File: config.mk
export PLATFORM = sky130hd
export DESIGN_NAME = page_stream_in_q
export DESIGN_NICKNAME = d
export VERILOG_FILES = /design/src/rtl/stream_q_pkg.sv /design/src/rtl/stream_q_regfile.sv /design/src/rtl/page_stream_in_q.sv
export SDC_FILE = /design/constraint.sdc
export NUM_CORES = 1
export LEC_CHECK = 0
export ABC_AREA = 0
export BUFFER_PORTS_ARGS = -buffer_cell sky130_fd_sc_hd__buf_2
export CAP_MARGIN = 20
export CORE_UTILIZATION = 60
export DETAILED_ROUTE_END_ITERATION = 12
export PLACE_DENSITY = 0.79
export SYNTH_ARGS = -nofsm -noshare
export SYNTH_HDL_FRONTEND = slang
export SYNTH_HIERARCHICAL = 1
export SYNTH_SLANG_ARGS = --single-unit
File: constraint.sdc
create_clock -name clock -period 5.3 [get_ports clock]
set_clock_uncertainty 0.1 [all_clocks]
set_input_delay 0.265 -clock clock [delete_from_list [all_inputs] [get_ports clock]]
set_output_delay 0.265 -clock clock [all_outputs]
set_load 0.01 [all_outputs]
File: src/rtl/stream_q_pkg.sv
// Shared constants, pointer-width helper and token type for the page stream queues.
package stream_q_pkg;

  localparam int STREAM_Q_WIDTH = 16;
  localparam int STREAM_Q_DEPTH = 8;
  localparam int STREAM_Q_SLACK = 2;

  function automatic int ptr_width(input int depth);
    return (depth > 1) ? $clog2(depth) : 1;
  endfunction

  // Default-width token; queues built with another WIDTH declare the same layout locally.
  typedef struct packed {
    logic                      e;
    logic [STREAM_Q_WIDTH-1:0] d;
  } stream_tok_t;

endpackage

File: src/rtl/stream_q_regfile.sv
// DEPTH x WIDTH register array: one synchronous write port, one combinational read port.
module stream_q_regfile #(
  parameter int WIDTH = 17,
  parameter int DEPTH = 8,
  parameter int AW    = 3
) (
  input  logic             clock,
  input  logic             we_i,
  input  logic [AW-1:0]    waddr_i,
  input  logic [WIDTH-1:0] wdata_i,
  input  logic [AW-1:0]    raddr_i,
  output logic [WIDTH-1:0] rdata_o
);

  logic [WIDTH-1:0] mem_q [DEPTH];

  always_ff @(posedge clock) begin
    if (we_i) mem_q[waddr_i] <= wdata_i;
  end

  assign rdata_o = mem_q[raddr_i];

endmodule

File: src/rtl/page_stream_in_q.sv
// Receive-side stream input queue with registered early backpressure and fall-through output.
// Optional sticky overflow flag and overflow assertion: define STREAM_INQ_OVF_CHECK_EN.
module page_stream_in_q
  import stream_q_pkg::*;
#(
  parameter int WIDTH = STREAM_Q_WIDTH,
  parameter int DEPTH = STREAM_Q_DEPTH,
  parameter int SLACK = STREAM_Q_SLACK
) (
  input  logic             clock,
  input  logic             reset,
  input  logic [WIDTH-1:0] in_d,
  input  logic             in_e,
  input  logic             in_v,
  output logic             in_b,
  output logic [WIDTH-1:0] out_d,
  output logic             out_e,
  output logic             out_v,
  input  logic             out_b
`ifdef STREAM_INQ_OVF_CHECK_EN
  ,
  output logic             ovf
`endif
);

  localparam int AW = ptr_width(DEPTH);
  localparam int CW = $clog2(DEPTH + 1);

  typedef struct packed {
    logic             e;
    logic [WIDTH-1:0] d;
  } tok_t;

  logic [AW-1:0] wr_ptr_q, wr_ptr_d, rd_ptr_q, rd_ptr_d;
  logic [CW-1:0] count_q, count_d;
  logic          in_b_q, in_b_d;
  logic          full, pop, wr_en;
  tok_t          wr_tok, rd_tok;

  // Full is judged by count; a pop in the same cycle frees the slot being written.
  assign full  = (count_q == CW'(DEPTH));
  assign out_v = (count_q != '0);
  assign pop   = out_v & ~out_b;
  assign wr_en = in_v & (~full | pop);

  always_comb begin
    wr_ptr_d = wr_ptr_q;
    rd_ptr_d = rd_ptr_q;
    count_d  = count_q;
    if (wr_en) wr_ptr_d = wr_ptr_q + AW'(1);
    if (pop)   rd_ptr_d = rd_ptr_q + AW'(1);
    if (wr_en && !pop)      count_d = count_q + CW'(1);
    else if (!wr_en && pop) count_d = count_q - CW'(1);
    in_b_d = (count_d >= CW'(DEPTH - SLACK));
  end

  always_ff @(posedge clock or negedge reset) begin
    if (!reset) begin
      wr_ptr_q <= '0;
      rd_ptr_q <= '0;
      count_q  <= '0;
      in_b_q   <= 1'b0;
    end else begin
      wr_ptr_q <= wr_ptr_d;
      rd_ptr_q <= rd_ptr_d;
      count_q  <= count_d;
      in_b_q   <= in_b_d;
    end
  end

  assign in_b   = in_b_q;
  assign wr_tok = '{e: in_e, d: in_d};

  stream_q_regfile #(
    .WIDTH (WIDTH + 1),
    .DEPTH (DEPTH),
    .AW    (AW)
  ) u_regfile (
    .clock   (clock),
    .we_i    (wr_en),
    .waddr_i (wr_ptr_q),
    .wdata_i (wr_tok),
    .raddr_i (rd_ptr_q),
    .rdata_o (rd_tok)
  );

  // Storage is not reset, so mask the head while empty to keep outputs at zero.
  assign out_d = out_v ? rd_tok.d : '0;
  assign out_e = out_v & rd_tok.e;

`ifdef STREAM_INQ_OVF_CHECK_EN
  logic overflow, ovf_q;
  assign overflow = in_v & full & ~pop;

  always_ff @(posedge clock or negedge reset) begin
    if (!reset)        ovf_q <= 1'b0;
    else if (overflow) ovf_q <= 1'b1;
  end

  assign ovf = ovf_q;

`ifndef SYNTHESIS
  always @(posedge clock) begin
    if (reset) assert (!overflow) else $error("page_stream_in_q: overflow, token dropped");
  end
`endif
`endif

endmodule

==> metrics, run 1 <==
area fraction of the dominant cell type after synthesis between 60 and 70%; Max Freq about 320 MHz; final-report hold violation count 0; share of synthesized area occupied by flip-flops and latches a little under three quarters; most area-consuming cells after synthesis edfxtp_1 67%, mux4_1 10%, dfrtp_1 4.5%, mux4_2 3.7%, mux2_2 3.5%; antenna violations before repair 0; share of synthesized area spent on multiplexers about 18%; Leakage Power approximately 2.5 nW; Inserted Clock Buffers 17; final HPWL from detailed placement between 6000 and 7000 um; clock tree from TritonCTS built; commonest cells in the synthesized netlist 136 x edfxtp_1, 24 x mux4_1, 19 x mux2_2; DRC violation total after the first TritonRoute iteration ~140; area of the mapped netlist 0.00608 mm^2; count of port buffers added during placement 39; required time worst endpoint slightly below 5000 ps; clock transition at the registers of the reported paths roughly 60 ps; height of the die 103 um; DRC viols 0; num rows 36; number of fill cells in the layout about 600; global-route wire length before repair between 15000 and 20000 um; slew of the pin with the lowest slew margin ~970 ps; power per standard cell area 556 mW/mm^2; total number of clock tree sinks between 100 and 150; most frequent cell after synthesis edfxtp_1; maximum number of pins on one net before global-route repair 37; 1st-pass router iterations 4; count of vias placed by the detailed router between 3000 and 4000; CP Launch Type register; flop and latch count out of synthesis 147; die footprint around 0.011 mm^2; Ports 40; final-stage net count ~390; mean number of vias per cell roughly 6; layout overhead on the synthesized area 18.5%; wire length reported by the detailed router 11400 um; gr usage total between 20% and 30%; number of max-slew violations in the final report 0; post-route minimum period around 3100 ps; endpoint type of the worst setup path output pin; die width just over 100 um; RSZ-0062 raised after global routing false; Final TNS setup 0 ps; arrival time at the worst endpoint roughly 2800 ps; deepest level of the CTS H-tree 4; worst-skew pair later-pin latency 520 ps; fraction of layout instances using a drive strength above 1 between 30% and 40%; final cycle utilization of the critical path ~60%; adder and majority gate portion of the synthesized area less than 1%; prevailing post-synth register cell edfxtp_1; maximum vdd drop ~280 uV; synthesized-area fraction occupied by ao, oa, aoi and oai cells between 2 and 2.5%; clock tree buffer depth 2; Post-synth EDFFs around 140; max-cap violations 0; Power Total 4.01 mW; number of antenna cells inserted 0; warnings from Yosys 6; final setup violation count 0; number of instances resized during post-cts repair 0; Post-Synth XOR/XNOR Area 0.720%; number of nets produced by synthesis between 300 and 400; cell chosen for the clock root clkbuf_8; starting density of the core roughly 62%; Critical Path Fanout Max 20; vias in the first global route 3026; antenna viol nets, final 0; average wire per standard cell 22.4 um; synthesized netlist cell count between 200 and 300; path category of the worst min-delay check primary input to async pin; GRT Residual Overflow 0; Placer Congestion about 0.86; most area-hungry cell type in the Yosys netlist edfxtp_1; Avg Cell Area, Syn 20.7 um^2; synth unique cells 40; crit path kind register to output pin; standard cell core area around 0.0098 mm^2; worst slew slack as a fraction of its limit a little over a third; outcome finished, final reports clean; fraction of the mapped netlist area in simple logic gates roughly 4.4%; share of flip-flops with an asynchronous set or reset after synthesis about 7.5%; combinational family with the most area after synthesis multiplexers
[layer usage]
| metal | share of wire [%] | GRT usage (%) | routed length [um] |
|---|---|---|---|
| met2 | 52 | 37.9 | 5930 |
| met5 | 0 | 0 | 0 |
| met1 | 42 | 31.5 | 4740 |
| met3 | 5.0 | 6.31 | 566 |
| met4 | 1.5 | 10.4 | 166 |
[cells in the final DEF (no fill, tap or decap), drive strengths merged, types with 2 or more instances in the layout]
master,instances
ha,4
bufinv,3
edfxtp,136
xnor2,3
inv,11
dfrtp,11
clkbuf,18
mux2,19
nand2,6
nand2b,4
buf,48
clkinvlp,3
mux2i,2
o21ai,2
nor3,2
xor2,2
nor2,9
clkinv,4
and2,18
mux4,34
nor2b,2
dlygate4sd3,18
[layout make-up]
class	instances	area [um^2]	area share, %
Sequential cell	147	4360	60.5
Tap cell	133	166	2.31
Multi-Input combinational cell	125	1590	22.1
Clock buffer	18	418	5.80
Inverter	7	26.3	0.365
Timing Repair Buffer	66	463	6.43
Clock inverter	14	179	2.48
[what timing repair did]
item	4_1_cts	5_1_grt
setup buffers	0	0
hold buffers	18	0
hold endpoints to repair	147	0
[registers in the layout, indices dropped and copies added (netlist names)]
register and count:
u_regfile/mem_q 136, count_q 4, rd_ptr_q 3, wr_ptr_q 3, in_b 1
[power breakdown]
group / internal, mW / leakage, nW / switching [mW]
Clock: 0.724 / 0.283 / 0.469
Combinational: 0.627 / 0.897 / 0.502
Sequential: 1.47 / 1.36 / 0.211
Total: 2.82 / 2.54 / 1.18
[worst paths after layout]
check                       startpoint  slack [ps]                endpoint  depth (start not counted)
max                        rd_ptr_q[0]        2180                   out_e                          5
min                              reset          50             wr_ptr_q[2]                          2
max reg2reg                 count_q[1]        2550  u_regfile/mem_q[5][14]                          7
min reg2reg                wr_ptr_q[2]         390             wr_ptr_q[2]                          1
max in group asynchronous        reset        4820             rd_ptr_q[0]                          2
min in group clock                in_v          80              count_q[2]                          3
[worst max-delay path, cell delays in order (launching register included)]
cell and delay [ps]:
dfrtp_2 770, buf_16 250, mux4_1 620, mux2_2 280, and2_1 160, buf_2 140
[through the flow]
step,std cells,hold WS [ps],util (%),area (um^2),worst slack (ps)
2_1_floorplan,294,-131,-,6080,2300
3_3_place_gp,459,42.9,65.2,6400,2590
3_5_place_dp,459,45.6,65.2,6400,2550
4_1_cts,509,26.5,73.1,7180,1960
5_1_grt,510,47.7,73.4,7200,2070
6_report,510,50.6,73.4,7200,2180
[kinds of logic (layout without fill, tap and decap cells)]
group / count (synthesis) / after routing
buffers and inverters: 22 / 105
XOR/XNOR: 5 / 5
AO/OA/AOI/OAI: 14 / 14
flip-flops: 147 / 147
multiplexers: 55 / 55
AND/OR/NAND/NOR: 47 / 47
adder cells (fa/ha/maj): 4 / 4
(Power assumes the default switching activity.)
==> inputs of run 2 (changes only) <==
Settings changed: ABC_AREA 0 to 1.
Clock period 5.3 ns to 3.1 ns, I/O delays scaled along.
==> metrics, run 2 <==
deepest level of the CTS H-tree 4; Inst Count DP slightly below 900; Leakage Power between 3 and 4 nW; Ports 40; Post-Place Worst Slack ~650 ps; number of instances resized during post-cts repair 0; area of all sequential standard cells 0.00436 mm^2; register-to-register setup slack 600 ps; post-route minimum period roughly 2600 ps; total setup buffers inserted after CTS 0; most area-hungry cell type in the Yosys netlist edfxtp_1; required time worst endpoint 2840 ps; gr usage total 28.0%; final setup violation count 0; Net Sw Power between 2 and 3 mW; wire length reported by the detailed router between 15000 and 20000 um; internal power between 4 and 5 mW; maximum vdd drop around 570 uV; Non-Filler Cell Area, Final 0.00801 mm^2; standard cell core area around 0.011 mm^2; share of synthesized area occupied by flip-flops and latches a little under two thirds; area fraction of the dominant cell type after synthesis roughly three fifths; max-cap violations 0; DRC viols 0; area of the mapped netlist 0.00681 mm^2; cts-stage hold buffer count 19; warnings from Yosys 6; most area-consuming cells after synthesis edfxtp_1 60%, nand2_1 14%, inv_1 9.1%, nand3_1 5.3%, dfrtp_1 4.0%; total number of clock tree sinks 147; Placer Congestion approximately 0.9; Inserted Clock Buffers 17; combinational family with the most area after synthesis simple AND/OR/NAND/NOR gates; RSZ-0062 raised after global routing false; most flop-heavy register u_regfile/mem_q; number of fill cells in the layout between 700 and 800; Avg Cell Area, Syn ~9.5 um^2; prevailing post-synth register cell edfxtp_1; number of max-slew violations in the final report 0; worst r2r src count_q[0]; maximum number of pins on one net before global-route repair roughly 70; antenna viol nets, final 0; Net Sw Frac 36.4%; reg-to-reg critical path endpoint u_regfile/mem_q[6][5]; share of synthesized area spent on multiplexers less than 1%; Post-synth EDFFs between 100 and 150; flop and latch count out of synthesis approximately 150; slew of the pin with the lowest slew margin ~860 ps; worst-skew pair later-pin latency about 410 ps; Post-Synth XOR/XNOR Area 0.900%; fraction of layout instances using a drive strength above 1 between 10% and 20%; fraction of the mapped netlist area in simple logic gates approximately 22%; antenna violations before repair 0; commonest cells in the synthesized netlist 248 x nand2_1, 165 x inv_1, 136 x edfxtp_1; number of antenna cells inserted 0; final-report hold violation count 0; clock transition at the registers of the reported paths roughly 60 ps; Finished Core Util about 73%; crit path kind register to output pin; sequential share of power 34.4%; starting density of the core a little over 60%; Critical Path Fanout Max 45; top flop regs u_regfile/mem_q: 136 flops, count_q: 4 flops; arrival time at the worst endpoint around 2400 ps; Final TNS setup 0 ps; path category of the worst min-delay check primary input to async pin; clock tree buffer depth 2; height of the die between 100 and 150 um; number of flip-flops under the largest register name roughly 140; Power Total between 7 and 8 mW; average wire per standard cell 16.2 um; clock power share ~29%; placed inst area between 0.007 and 0.008 mm^2; die width around 110 um; most frequent cell after synthesis nand2_1; power per standard cell area approximately 970 mW/mm^2; share of flip-flops with an asynchronous set or reset after synthesis around 7.5%; FF-to-FF path depth 8; die footprint around 0.012 mm^2; vias in the first global route about 4800; clock tree from TritonCTS built; final cycle utilization of the critical path about 84%; layout overhead on the synthesized area 17.5%; most used cells in the layout excluding fill and tap cells 248 x nand2_1, 165 x inv_1, 136 x edfxtp_1; endpoint type of the worst setup path output pin; global-route wire length before repair roughly 24000 um; adder and majority gate portion of the synthesized area less than 1%; CP Launch Type register; number of nets produced by synthesis between 700 and 800; outcome finished, final reports clean; cell chosen for the clock root clkbuf_16; commonest non-fill, non-tap cell in the layout nand2_1; Max Freq around 380 MHz; synthesized-area fraction occupied by ao, oa, aoi and oai cells less than 1%; hold slack final just over 40 ps; GRT Residual Overflow 0; multi-input combinational cell area ~0.0016 mm^2; final-stage net count 811; count of port buffers added during placement 39; 1st-pass router iterations 8; synth unique cells 25; crit path setup slack, layout between 400 and 500 ps; count of vias placed by the detailed router 4919; worst slew slack as a fraction of its limit a little over two fifths; final HPWL from detailed placement around 8300 um; final instance count without filler cells between 900 and 1000; DRC violation total after the first TritonRoute iteration 399; synthesized netlist cell count between 700 and 800; part of the power in combinational logic a little under two fifths; mean number of vias per cell ~5.2; first element of the critical path rd_ptr_q[0]; num rows 38
[run 2: cells by family after synthesis]
group / count (synthesis)
xor+xnor: 7
compound gates: 2
simple gates: 358
flops: 147
buf+inv: 198
fa+ha+maj: 4
mux: 1
[run 2: area by class of cell]
| class | instances | area share [%] |
|---|---|---|
| sequential | 147 | 54.5 |
| multi-input combinational | 372 | 20.5 |
| inverter | 171 | 8.08 |
| timing repair buffer | 77 | 6.75 |
| clock buffer | 18 | 5.36 |
| clock inverter | 13 | 2.66 |
| tap | 140 | 2.19 |
[run 2: metal layers]
layer / wire, um / global-route usage, %
met1: 5950 / 34.8
met2: 7840 / 48.4
met3: 1090 / 6.27
met4: 299 / 9.46
met5: 0 / 0
[run 2: worst max-delay path by stage]
stage | endpoint | slack [ps] | cells after the start
after floorplan | u_regfile/mem_q[1][0] | 790 | 7
after global placement | u_regfile/mem_q[6][0] | 700 | 8
after detailed placement | u_regfile/mem_q[6][2] | 650 | 8
after CTS | out_d[13] | 510 | 8
after global routing | out_d[13] | 360 | 8
final | out_d[13] | 500 | 10
[run 2: power by group through the flow]
stage | combinational [mW] | clock, mW | sequential [mW]
after floorplan | 2.04 | 0 | 2.66
after detailed placement | 2.78 | 0 | 2.72
after global routing | 3.18 | 2.35 | 2.71
final | 2.87 | 2.24 | 2.68
after CTS | 2.86 | 2.25 | 2.68
after global placement | 2.67 | 0 | 2.70
[run 2: worst max-delay path, cell delays in order (launching register included)]
cell and delay, ps:
dfrtp_2 400, inv_2 610, buf_12 250, nand2_1 80, nand3_1 90, nand2_1 80, nand2_1 70, nand2_1 70
inv_1 60, nor2_1 40, buf_2 150
